### src/rtl/rf_bank_req_queue.sv
// rf_bank_req_queue
//   Per-bank register-file request queue for the operand-collector path.
//   Accepts up to two source-operand read requests per cycle. It issues
//   one registered register-file access per cycle. A CDB writeback takes
//   priority over a queued read and stalls reads for that cycle.
//
// Ports
//   clk, rst (async, active-low), flush (sync clear of the queue)
//   src1_* / src2_*  : read requests {valid, row, ocid}
//   push_ready       : two free slots are available (depends on state only)
//   wr_valid/row/data: CDB writeback request
//   rf_rd_valid, rf_we, rf_addr, rf_ocid, rf_wdata : registered RF access
//   count            : occupancy
//   overflow_err     : sticky; a request arrived while push_ready was 0
module rf_bank_req_queue #(
  parameter int DEPTH  = 8,
  parameter int ROW_W  = 3,
  parameter int OCID_W = 3,
  parameter int DATA_W = 256
) (
  input  logic                     clk,
  input  logic                     rst,
  input  logic                     flush,
  input  logic                     src1_valid,
  input  logic [ROW_W-1:0]         src1_row,
  input  logic [OCID_W-1:0]        src1_ocid,
  input  logic                     src2_valid,
  input  logic [ROW_W-1:0]         src2_row,
  input  logic [OCID_W-1:0]        src2_ocid,
  output logic                     push_ready,
  input  logic                     wr_valid,
  input  logic [ROW_W-1:0]         wr_row,
  input  logic [DATA_W-1:0]        wr_data,
  output logic                     rf_rd_valid,
  output logic                     rf_we,
  output logic [ROW_W-1:0]         rf_addr,
  output logic [OCID_W-1:0]        rf_ocid,
  output logic [DATA_W-1:0]        rf_wdata,
  output logic [$clog2(DEPTH):0]   count,
  output logic                     overflow_err
);

  localparam int AW = $clog2(DEPTH);
  localparam int PW = AW + 1;

  logic [ROW_W-1:0]  mem_row  [DEPTH];
  logic [OCID_W-1:0] mem_ocid [DEPTH];

  logic [PW-1:0] rp;
  logic [PW-1:0] wp;
  logic [PW-1:0] free_slots;
  logic [PW-1:0] push_cnt;
  logic [AW-1:0] wr_idx0;
  logic [AW-1:0] wr_idx1;
  logic [AW-1:0] rd_idx;
  logic          push_req;
  logic          push;
  logic          pop;

  // Pointers carry one extra bit so full and empty are distinguishable.
  assign count      = wp - rp;
  assign free_slots = PW'(DEPTH) - count;
  // Readiness always reserves room for a pair, even for a single request.
  assign push_ready = (free_slots >= PW'(2));

  assign push_req = src1_valid | src2_valid;
  assign push     = push_req & push_ready & ~flush;
  assign pop      = (count != '0) & ~wr_valid & ~flush;
  assign push_cnt = (src1_valid & src2_valid) ? PW'(2) : PW'(1);

  assign wr_idx0 = wp[AW-1:0];
  assign wr_idx1 = wr_idx0 + AW'(1);
  assign rd_idx  = rp[AW-1:0];

  // Storage needs no reset; only entries between rp and wp are ever read.
  always_ff @(posedge clk) begin
    if (push) begin
      if (src1_valid) begin
        mem_row[wr_idx0]  <= src1_row;
        mem_ocid[wr_idx0] <= src1_ocid;
        if (src2_valid) begin
          mem_row[wr_idx1]  <= src2_row;
          mem_ocid[wr_idx1] <= src2_ocid;
        end
      end else begin
        mem_row[wr_idx0]  <= src2_row;
        mem_ocid[wr_idx0] <= src2_ocid;
      end
    end
  end

  always_ff @(posedge clk or negedge rst) begin
    if (!rst) begin
      rp <= '0;
      wp <= '0;
    end else if (flush) begin
      rp <= '0;
      wp <= '0;
    end else begin
      if (pop) rp <= rp + PW'(1);
      if (push) wp <= wp + push_cnt;
    end
  end

  // A dropped request is flagged even when a flush in the same cycle
  // would have discarded it anyway.
  always_ff @(posedge clk or negedge rst) begin
    if (!rst) begin
      overflow_err <= 1'b0;
    end else if (push_req && !push_ready) begin
      overflow_err <= 1'b1;
    end
  end

  always_ff @(posedge clk or negedge rst) begin
    if (!rst) begin
      rf_rd_valid <= 1'b0;
      rf_we       <= 1'b0;
      rf_addr     <= '0;
      rf_ocid     <= '0;
      rf_wdata    <= '0;
    end else if (wr_valid) begin
      rf_rd_valid <= 1'b0;
      rf_we       <= 1'b1;
      rf_addr     <= wr_row;
      rf_wdata    <= wr_data;
    end else if (pop) begin
      rf_rd_valid <= 1'b1;
      rf_we       <= 1'b0;
      rf_addr     <= mem_row[rd_idx];
      rf_ocid     <= mem_ocid[rd_idx];
    end else begin
      rf_rd_valid <= 1'b0;
      rf_we       <= 1'b0;
    end
  end

endmodule

### config.mk
export PLATFORM = sky130hd
export DESIGN_NAME = rf_bank_req_queue
export DESIGN_NICKNAME = d
export VERILOG_FILES = /design/src/rtl/rf_bank_req_queue.sv
export SDC_FILE = /design/constraint.sdc
export NUM_CORES = 1
export LEC_CHECK = 0
export ABC_AREA = 0
export BUFFER_PORTS_ARGS = -buffer_cell sky130_fd_sc_hd__clkbuf_2
export CAP_MARGIN = 30
export CORE_AREA = 2 2 216 218
export DETAILED_ROUTE_END_ITERATION = 10
export DIE_AREA = 0 0 218 220
export HOLD_SLACK_MARGIN = 0.08
export SLEW_MARGIN = 15
export SYNTH_ARGS = -nofsm -noshare
export SYNTH_HDL_FRONTEND = slang
export SYNTH_SLANG_ARGS = --single-unit
### constraint.sdc
create_clock -name clk -period 6.63 [get_ports clk]
set_input_delay 1.326 -clock clk [delete_from_list [all_inputs] [get_ports clk]]
set_output_delay 1.326 -clock clk [all_outputs]
set_load 0.02 [all_outputs]
* Word level (Yosys, flattened, before mapping)
Memories as Yosys holds them, arrays and structs flattened. A register that Yosys moved wholly into a read port is not among the register bits. Index checks and enable logic that the tools add are counted.
Storage, ports and cells: bits in latches 0, RAM bits 48, ROM bits 0, memories kept 2, flip-flop bits (word level) 270
Memories:
- mem_ocid | words 8, bits a word 3, read ports 1, clocked after memory_dff 1, wr ports 2, line 47 | logic [OCID_W-1:0] mem_ocid [DEPTH];
- mem_row | words 8, bits a word 3, read ports 1, clocked after memory_dff 0, wr ports 2, line 46 | logic [ROW_W-1:0] mem_row [DEPTH];
Cells by class: $lt $le $gt $ge 1, $add $sub $neg 5, shift operators 0, equality and inequality tests 0, reductions and logical operators 8, bitwise operators 10, multiplexer cells 22, divide/modulo/power cells 0, multiply operators 0
Operators by type and width (number):
- $mux W4 | 4
- $mux W1 | 13
- $mux W3 | 4
- $reduce_bool A2 Y1 | 3
- $and A1 B1 Y1 | 5
- $add A4 B1 Y4 const B | 1
- $add A4 B2 Y4 | 1
- $ge A4 B2 Y1 const B | 1
- $reduce_bool A4 Y1 | 1
- $sub A4 B4 Y4 | 1
- $sub A4 B4 Y4 const A | 1
- $add A3 B1 Y3 const B | 1
- $or A1 B1 Y1 | 3
- $logic_not A1 Y1 | 2
- $mux W2 | 1
- $not A1 Y1 | 2
- $reduce_and A2 Y1 | 1
- $logic_and A1 B1 Y1 | 1

* Logic depth before layout (Yosys ltp)
Gate-level depths: netlist (run 1).
depth in word-level cells 8, depth in mapped cells 10, gate-level depth less buffers 8

* Least setup slack after synthesis (run 1)
Ideal clock, no wire load.
kind flip-flop to output port, start point register wp[0], end point output push_ready, data required time 5.304 ns, arrival 2.647 ns, slack 2.657 ns, stages on the path, launching flop included 10, cell sequence dfrtp_1 -> clkbuf_1 -> inv_1 -> ha_1 -> fa_1 -> inv_1 -> ha_1 -> nor3_1 -> buf_2 -> nand2_1
Between the ends: cells in the longest elaborated chain, start to end 3
Ends and longest elaborated chain:
- start: declaration | line 50 | logic [PW-1:0] wp;
- start signal: assignment | line 101 | if (push) wp <= wp + push_cnt;
- $sub A4 B4 Y4 | line 61 | assign count = wp - rp;
- via count[1] | line 39 | output logic [$clog2(DEPTH):0] count,
- $sub A4 B4 Y4 | line 62 | assign free_slots = PW'(DEPTH) - count;
- $ge A4 B2 Y1 | line 64 | assign push_ready = (free_slots >= PW'(2));
- end: declaration | line 30 | output logic push_ready,
The timed path passes the listed nets, and every way through them passes these cells.

* Worst setup path in the final report (run 1)
start point register rp[0], end point output push_ready
Between the ends: cells in the longest elaborated chain, start to end 3
Ends and longest elaborated chain:
- start: declaration | line 49 | logic [PW-1:0] rp;
- start signal: assignment | line 100 | if (pop) rp <= rp + PW'(1);
- $sub A4 B4 Y4 | line 61
- $sub A4 B4 Y4 | line 62
- $ge A4 B2 Y1 | line 64
Every way passes these cells.

==> metrics, run 1 <==
status=complete, no violations; # resized after CTS=0; Fin. Hold Viols=0; Pint=a little over 0.004 W; Placer Congestion=about 0.85; Routed WL per cell=18.8 um; post-synthesis register bit count=around 320; total wire length=about 37000 um; Adder-Cell Fraction of Synth Area=0.0116; fin util=0.387; Clock Sinks=between 300 and 400; final clock skew=around 18 ps; Die X=roughly 220 um; Post-CTS Setup Bufs=0; hpwl dp=28000 um; endpoint type of the worst setup path=output pin; sw frac=0.325; share of layout cells above drive strength 1=0.670; post-synthesis compound-gate area fraction=0.0242; CTS Buffer Depth=3; xor-xnor portion of the synthesized cell area=0.00502; Starting Density=0.288; Post-DP Area=~17000 sq um; die footprint=48000 sq um; period utilisation layout=0.738; fin nets=1654; met3 routed WL=2500 um; YS warnings=0; Peak VDD IR=approximately 0.27 mV; Die Ht=approximately 220 um; Crit Path Category=register to output pin; CTS Hold Bufs=0; clock root cell=clkbuf_16; FMAX=roughly 0.20 GHz; max_cap viols=0; first-pass iteration count of the detailed router=4; initial antenna violation count=2; Antenna Violating Nets Remaining=0; area leader, netlist=dfrtp_1; Final Max Slew Viols=0; Synth-to-Final Area Change=34.5%; Synth async-reset ratio=0.850; Hold/Removal Path Class=register to register; Tightest Pin Transition=between 1000 and 1500 ps; Post-Syn Area=13200 sq um; GR Util All Layers=0.149; fin area=roughly 18000 sq um; Critical Path Start Type=register; largest cells by area after synthesis=dfrtp_1 52%, mux2_2 26%, edfxtp_1 11%; Unique masters post-synth=48; post-synthesis mux area share=0.292; min Tclk post-route=roughly 5000 ps; H-tree Lvls=2; DR top layer=met4; pwr dens=341 nW/um^2; largest net degree at the start of global routing=159; Worst EP arrival=approximately 3600 ps; DR DRC count=0; Sum Neg Setup Slack=0 ps; Via density=roughly 4.5; vias in the first global route=~9000; Port Buffer Count=roughly 550; first-pass GRT wire length=54700 um; Post-Syn Instances=between 800 and 900; Net Count, Synth=around 1100; RSZ-0062 raised after global routing=no; relative slew slack=0.254; Detailed Route Iter0 Violations=between 300 and 400; Final Setup Violations=0; synthesized area per cell=between 15 and 20 sq um; metal1 wirelength=roughly 15000 um; clock slew at reported path FFs=approximately 60 ps; register area share after synthesis=0.626; CP Max Fanout=17; Combinational Power Share=0.281; row cnt=~80; fillers=~4400; io pins=547; Sequential Power Share=0.398; core area=about 46000 sq um; met2 WL=approximately 19000 um; CTS tree=built; Leak=roughly 8 nW; CTS Buf Count=38; clk_lat worst skew=540 ps; via count=about 9000; Crit path required time=5300 ps; Top FF cell, synth=dfrtp_1; largest family of logic cells by synthesized area=multiplexers; grt total ovfl=0; simple-gate area share of the yosys netlist=0.0252; Clock power frac=0.321; Psw=just under 0.002 W; EDFF count, synth=48; top cell type's share of synthesized area=0.517
-- sequential cells by signal (all words and copies together), names as in the netlist --
name / flops
rf_wdata: 256
mem_row: 24
wp: 4
rp: 4
mem_ocid: 24
rf_addr: 3
rf_ocid: 3
rf_we: 1
rf_rd_valid: 1
overflow_err: 1
-- synth_stat cells (all sizes together), types with 2 or more instances --
master	count
xnor2	2
o21ai	5
nand2b	5
mux2	309
nor2b	4
a21boi	2
a221o	2
mux2i	11
o21a	2
a21oi	9
clkbuf	38
edfxtp	48
mux4	12
ha	9
nand2	20
or3	2
and2	3
nand3	9
o31ai	2
nor2	8
buf	5
a221oi	6
fa	2
or4	2
nor3	5
xor2	3
dfrtp	273
inv	8
-- power by group through the flow --
stage                     sequential [W]  clock, W  combinational, W
after floorplan                  0.00262         0          0.000971
after global placement           0.00244         0           0.00169
after detailed placement         0.00245         0           0.00172
after CTS                        0.00242   0.00202           0.00172
after global routing             0.00245   0.00210           0.00183
final                            0.00241   0.00195           0.00170
-- routing by layer --
metal,global-route usage,vias to the layer above
met5,0,-
li1,-,4079
met4,0.0469,0
met2,0.262,329
met1,0.178,4544
met3,0.0380,50
-- layout make-up --
type	instances	area (sq um)	share of cell area
antenna	2	5.00	0.000282
clock buffer	58	1110	0.0624
clock inverter	5	38.8	0.00218
inverter	9	33.8	0.00190
multi-input combinational	446	4740	0.267
sequential	321	8270	0.466
tap	607	759	0.0428
timing repair buffer	550	2810	0.158
-- kinds of logic (layout without fill, tap and decap cells) --
kind of cell | Yosys count | in the layout
flops | 321 | 321
xor+xnor | 6 | 6
simple gates | 63 | 63
fa+ha+maj | 11 | 11
mux | 332 | 332
buf+inv | 52 | 622
compound gates | 34 | 34
other cells | 0 | 2
-- worst paths after layout --
kind / startpoint / end / slack, ps / cells after the start
min: rf_wdata[91] / rf_wdata[91] / 500 / 1
max reg2reg: rp[0] / mem_row[2][1] / 2500 / 7
max: rp[0] / push_ready / 1740 / 7
max in group asynchronous: rst / rf_wdata[95] / 4280 / 2
min in group asynchronous: rst / rf_wdata[228] / 890 / 1
min reg2reg: rf_wdata[91] / rf_wdata[91] / 500 / 1
-- worst max-delay path, cell delays in order, from the launching register on --
cell      delay [ps]
dfrtp_1          690
ha_1             390
fa_1             380
xor2_1           310
nand3_1          140
xnor3_1          740
nand2_1          180
clkbuf_2         200
-- layout by cell type (no fill, tap or decap), drive strengths merged, types with 3 or more instances in the layout --
master and instances:
nand2b 5, clkinv 5, nor2b 4, a221oi 6
o21ai 5, xor2 3, a21oi 9, edfxtp 48
buf 6, mux2 309, nand2 20, clkbuf 602
dfrtp 273, nor2 8, ha 9, and2 3
inv 8, nor3 5, mux2i 11, mux4 12
nand3 9
-- per-stage QoR --
stage	power [W]	setup slack (ps)	hold WS (ps)	instances
6_report	0.00606	1740	503	1998
5_1_grt	0.00638	1480	515	1998
4_1_cts	0.00615	1660	508	1995
3_5_place_dp	0.00417	2250	495	1932
3_3_place_gp	0.00413	2300	464	1932
2_1_floorplan	0.00359	2660	538	819
(Power assumes the default switching activity.)
==> run 2, diff against run 1 <==
Settings changed: CORE_AREA 2 2 216 218 to 2 2 210 212, DIE_AREA 0 0 218 220 to 0 0 212 214.
Clock period 6.63 ns to 4.5 ns, I/O delays scaled along.
==> run 2 against run 1 <==
First-iteration DRC count rose by 48%. Via count increased by 3.0%. Cell count is 0.10% lower. Sequential share of layout area decreased by 0.51 points. Global-route usage is 3.4 points higher.
==> metrics, run 2 (same netlist as run 1, synthesis figures left out) <==
DR DRC count=0 (unchanged); relative slew slack=0.358 (+0.104); Peak VDD IR=0.361 mV (+35%); total wire length=42000 um (+12%); metal1 wirelength=14800 um (about the same); Hold/Removal Path Class=primary input to async pin; clock root cell=clkbuf_16; Combinational Power Share=0.284 (+0.003); number of flip-flops in the largest register=256 (unchanged); Tightest Pin Transition=963 ps (-156 ps); fillers=4082 (-7.3%); Final Setup Violations=0 (unchanged); Synth-to-Final Area Change=36.0%; Detailed Route Iter0 Violations=573 (+48%); met3 routed WL=3710 um (+48%); Fin. Hold Viols=0 (unchanged); Worst EP arrival=2980 ps (-590 ps); worst reg2reg path endpoint=mem_ocid[4][2]; Antenna Violating Nets Remaining=0 (unchanged); Die Ht=214 um (-2.7%); FMAX=about 0.26 GHz; period utilisation layout=0.862; most frequent cells in the layout=544 x clkbuf_2, 308 x mux2_2, 273 x dfrtp_1, 48 x edfxtp_1, 38 x clkbuf_16; Crit path required time=3600 ps (-1700 ps); cell count of the worst reg-to-reg path=9 (+2); Pint=0.00628 W (+53%); io pins=547 (unchanged); CTS Buffer Depth=3 (unchanged); fin nets=1662 (+0.48%); Placer Congestion=0.878 (+3.3%); Leak=8.31 nW (+1.3%); row cnt=76 (-3.8%); most common cell after layout, fill and taps aside=clkbuf_2; fin util=0.419 (+0.0315); met2 WL=22200 um (+14%); max_cap viols=0 (unchanged); H-tree Lvls=2 (unchanged); Largest Register=rf_wdata; r2r setup slk=930 ps (-1570 ps); first-pass GRT wire length=61700 um (+13%); clk_lat worst skew=550 ps (about the same); first-pass iteration count of the detailed router=6 (+2); Sum Neg Setup Slack=0 ps (unchanged); Final Max Slew Viols=0 (unchanged); CTS Hold Bufs=0 (unchanged); vias in the first global route=9780 (+8.6%); DR top layer=met4; # resized after CTS=0 (unchanged); GR Util All Layers=0.183 (+0.0338); Die X=212 um (-2.8%); Critical Path Start Type=register; initial antenna violation count=15 (+13); RR Startpoint=wp[0]; Routed WL per cell=21.0 um (+12%); Top Registers=rf_wdata x256, mem_ocid x24, mem_row x24; via count=9273 (+3.0%); min Tclk post-route=about 3900 ps; endpoint type of the worst setup path=output pin; final clock skew=23.8 ps (+5.77 ps); die footprint=45400 sq um (-5.4%); core area=42900 sq um (-6.5%); share of layout cells above drive strength 1=0.677 (+0.00662); hpwl dp=32300 um (+15%); CP Max Fanout=10 (-7); pwr dens=517 nW/um^2 (+51%); status=complete, no violations; Psw=0.00300 W (+52%); grt total ovfl=0 (unchanged); RSZ-0062 raised after global routing=no; CTS Buf Count=36 (-5.3%); largest net degree at the start of global routing=120 (-25%); Starting Density=0.308 (+0.0200); sw frac=0.323 (-0.00165); clock slew at reported path FFs=60 ps (about the same); Via density=4.65 (+3.1%); Port Buffer Count=546 (unchanged); Multi-input gate area=4740 sq um (unchanged); Crit Path Category=register to output pin; Post-CTS Setup Bufs=0 (unchanged); FF+latch area=8270 sq um (unchanged); Sequential Power Share=0.382 (-0.016); Clock Sinks=321 (unchanged); CTS tree=built; Clock power frac=0.335 (+0.014)
==> run 2: power groups by stage <==
| stage | combinational, W | clock, W | sequential [W] |
|---|---|---|---|
| after floorplan | 0.00143 | 0 | 0.00386 |
| after global placement | 0.00261 | 0 | 0.00357 |
| after detailed placement | 0.00264 | 0 | 0.00359 |
| after CTS | 0.00266 | 0.00319 | 0.00354 |
| after global routing | 0.00282 | 0.00332 | 0.00358 |
| final | 0.00263 | 0.00311 | 0.00354 |
==> run 2: layout make-up <==
class / instances / share of cell area
well taps: 585 / 0.0408
clock buffers: 54 / 0.0602
multi-input cells: 446 / 0.264
inverters: 9 / 0.00188
flip-flops and latches: 321 / 0.461
diodes: 9 / 0.00125
repair buffers: 560 / 0.161
clock inverters: 12 / 0.0102
==> run 2: worst max-delay path by stage <==
stage                from              to  slack (ps)  cells after the start
detailed placement  wp[0]   mem_row[4][0]         960                      9
global placement    wp[0]  mem_ocid[4][0]        1040                      9
finish              wp[0]      push_ready         620                      8
global route        wp[0]      push_ready         440                      8
CTS                 wp[0]      push_ready         610                      8
floorplan           wp[0]      push_ready         950                      9
==> run 2: metrics by stage <==
step	setup slack (ps)	total power, W	hold slack, ps	instance area [sq um]	instances
CTS	607	0.00939	473	17900	1987
floorplan	953	0.00529	538	13200	819
finish	622	0.00928	433	18000	1996
global route	440	0.00973	489	18000	1995
detailed placement	959	0.00624	474	16700	1921
global placement	1040	0.00619	466	16700	1921
==> run 2: worst max-delay path, stage by stage (launching register included) <==
cell,delay [ps]
dfrtp_1,540
inv_1,190
ha_1,250
fa_1,380
xor2_1,320
nand3_1,130
xnor3_1,350
nand2_1,120
clkbuf_2,170
==> run 2: per-layer routing <==
metal | GRT usage | vias up
met4 | 0.0798 | 0
li1 | - | 4113
met3 | 0.0566 | 77
met1 | 0.196 | 4700
met2 | 0.328 | 383
met5 | 0 | -
==> run 3, diff against run 2 <==
Settings changed: CORE_AREA 2 2 210 212 to 5 5 207 209.
==> run 3 against run 2 <==
Maximum frequency decreased by 4.3%. Count of clock-buffer cells in the layout rose by 5. Clock power fell by 8.4%. First-iteration DRC count is 22% lower. Critical path type unchanged. Flip-flop and latch count is the same. Critical endpoint unchanged. Clock skew shrank 10 ps. Register-to-register slack got worse by 240 ps. Utilization is 1.8 points higher. Die area unchanged. Cell count shrank 2.8%.
==> metrics, run 3 (same netlist as run 1, synthesis figures left out) <==
status=complete, no violations; placed cells=1863 (-3.0%); CTS Hold Bufs=0 (unchanged); vias in the first global route=9719 (-0.62%); Antenna Violating Nets Remaining=0 (unchanged); Die X=212 um (unchanged); GR Util All Layers=0.181 (-0.00159); Fin. Hold Viols=0 (unchanged); endpoint type of the worst setup path=output pin; core area=40600 sq um (-5.2%); Largest Register=rf_wdata; FMAX=0.247 GHz (-4.3%); CTS Buf Count=37 (+2.8%); # resized after CTS=0 (unchanged); H-tree Lvls=2 (unchanged); Synth-to-Final Area Change=34.4%; RSZ-0062 raised after global routing=no; Post-CTS Setup Bufs=0 (unchanged); CP Max Fanout=11 (+1); fin nets=1658 (-0.24%); clk_lat worst skew=550 ps (about the same); pwr dens=507 nW/um^2 (-1.8%); period utilisation layout=0.900 (+0.0387); Via density=4.68 (+0.80%); total power=0.00900 W (-3.0%); Detailed Route Iter0 Violations=447 (-22%); hpwl dp=33200 um (+2.7%); Final Setup Violations=0 (unchanged); first-pass GRT wire length=62400 um (+1.2%); Top Registers=rf_wdata x256, mem_ocid x24, mem_row x24; relative slew slack=0.388 (+0.0297); Final Non-Filler Cells=1940 (-2.8%); CTS tree=built; io pins=547 (unchanged); final clock skew=13.5 ps (-10.3 ps); number of flip-flops in the largest register=256 (unchanged); clock slew at reported path FFs=50 ps (about the same); max_cap viols=0 (unchanged); Starting Density=0.325 (+0.0170); Critical Path Start Type=register; Die Ht=214 um (unchanged); largest net degree at the start of global routing=105 (-13%); most frequent cells in the layout=544 x clkbuf_2, 308 x mux2_2, 273 x dfrtp_1, 48 x edfxtp_1, 38 x clkbuf_16; Sum Neg Setup Slack=0 ps (unchanged); first-pass iteration count of the detailed router=5 (-1); Peak VDD IR=0.435 mV (+20%); WHS=377 ps (-56.1 ps); Crit path required time=3600 ps (about the same); grt total ovfl=0 (unchanged); Hold/Removal Path Class=primary input to async pin; share of layout cells above drive strength 1=0.669 (-0.00760); Clock Sinks=321 (unchanged); Crit Path Category=register to output pin; clock root cell=clkbuf_16; row cnt=74 (-2.6%); via count=9085 (-2.0%); Tightest Pin Transition=910 ps (-52.7 ps); initial antenna violation count=10 (-5); Routed WL per cell=21.9 um (+4.2%); CTS Buffer Depth=3 (unchanged); Port Buffer Count=546 (unchanged); Placer Congestion=0.859 (-2.1%); Leak=8.23 nW (-0.92%); total wire length=42500 um (+1.3%); most common cell after layout, fill and taps aside=clkbuf_2; Final Max Slew Viols=0 (unchanged); Worst EP arrival=3150 ps (+170 ps); die footprint=45400 sq um (unchanged); DR DRC count=0 (unchanged); min Tclk post-route=4050 ps (+174 ps)
run 3: cell count changes in the layout (fill, tap and decap cells not counted):
cell	change
buf_4	-5
bufinv_16	-4
clkbuf_1	+5
clkinv_1	+4
clkinv_2	-2
clkinv_4	-2
clkinvlp_4	-2
diode_2	+2
inv_16	+1
run 3: final timing paths:
kind / start / end / slack [ps] / cells after the start
max: wp[0] / push_ready / 450 / 9
min: rst / rf_wdata[144] / 380 / 1
max reg2reg: wp[0] / mem_ocid[6][2] / 690 / 9
min reg2reg: overflow_err / overflow_err / 470 / 1
max in group asynchronous: rst / rf_wdata[167] / 3120 / 2
min in group clk: overflow_err / overflow_err / 470 / 1
run 3: critical path, stage by stage, from the launching register on:
cell and delay (ps):
dfrtp_1 520, inv_1 170, ha_1 250, fa_1 390
xor2_1 350, nand3_1 130, xnor3_1 260, buf_4 260
nand2_1 100, clkbuf_2 170
run 3: layout make-up:
cell class | count | area [sq um]
Clock inverter | 7 | 56.3
Multi-Input combinational cell | 446 | 4740
Inverter | 9 | 33.8
Antenna cell | 11 | 27.5
Sequential cell | 321 | 8270
Tap cell | 532 | 666
Clock buffer | 59 | 1100
Timing Repair Buffer | 555 | 2860
Fill cell | 3802 | 22900
run 3: per-stage QoR:
stage / util / instance area, sq um / worst slack, ps
after global routing: 0.437 / 17700 / 266
after floorplan: - / 13200 / 953
after CTS: 0.436 / 17700 / 428
after detailed placement: 0.408 / 16600 / 709
after global placement: 0.408 / 16600 / 819
final: 0.437 / 17800 / 448
run 3: where the power goes:
| part | leakage, nW | internal [W] | switching (W) |
|---|---|---|---|
| Combinational | 4.03 | 0.00105 | 0.00158 |
| Sequential | 3.64 | 0.00332 | 0.000191 |
| Clock | 0.562 | 0.00168 | 0.00117 |
run 3: metal layers:
metal,routed length [um],track usage,vias up
li1,-,-,4115
met1,15800,0.210,4543
met2,22500,0.323,351
met3,3040,0.0420,76
met4,1170,0.0696,0
met5,0,0,-
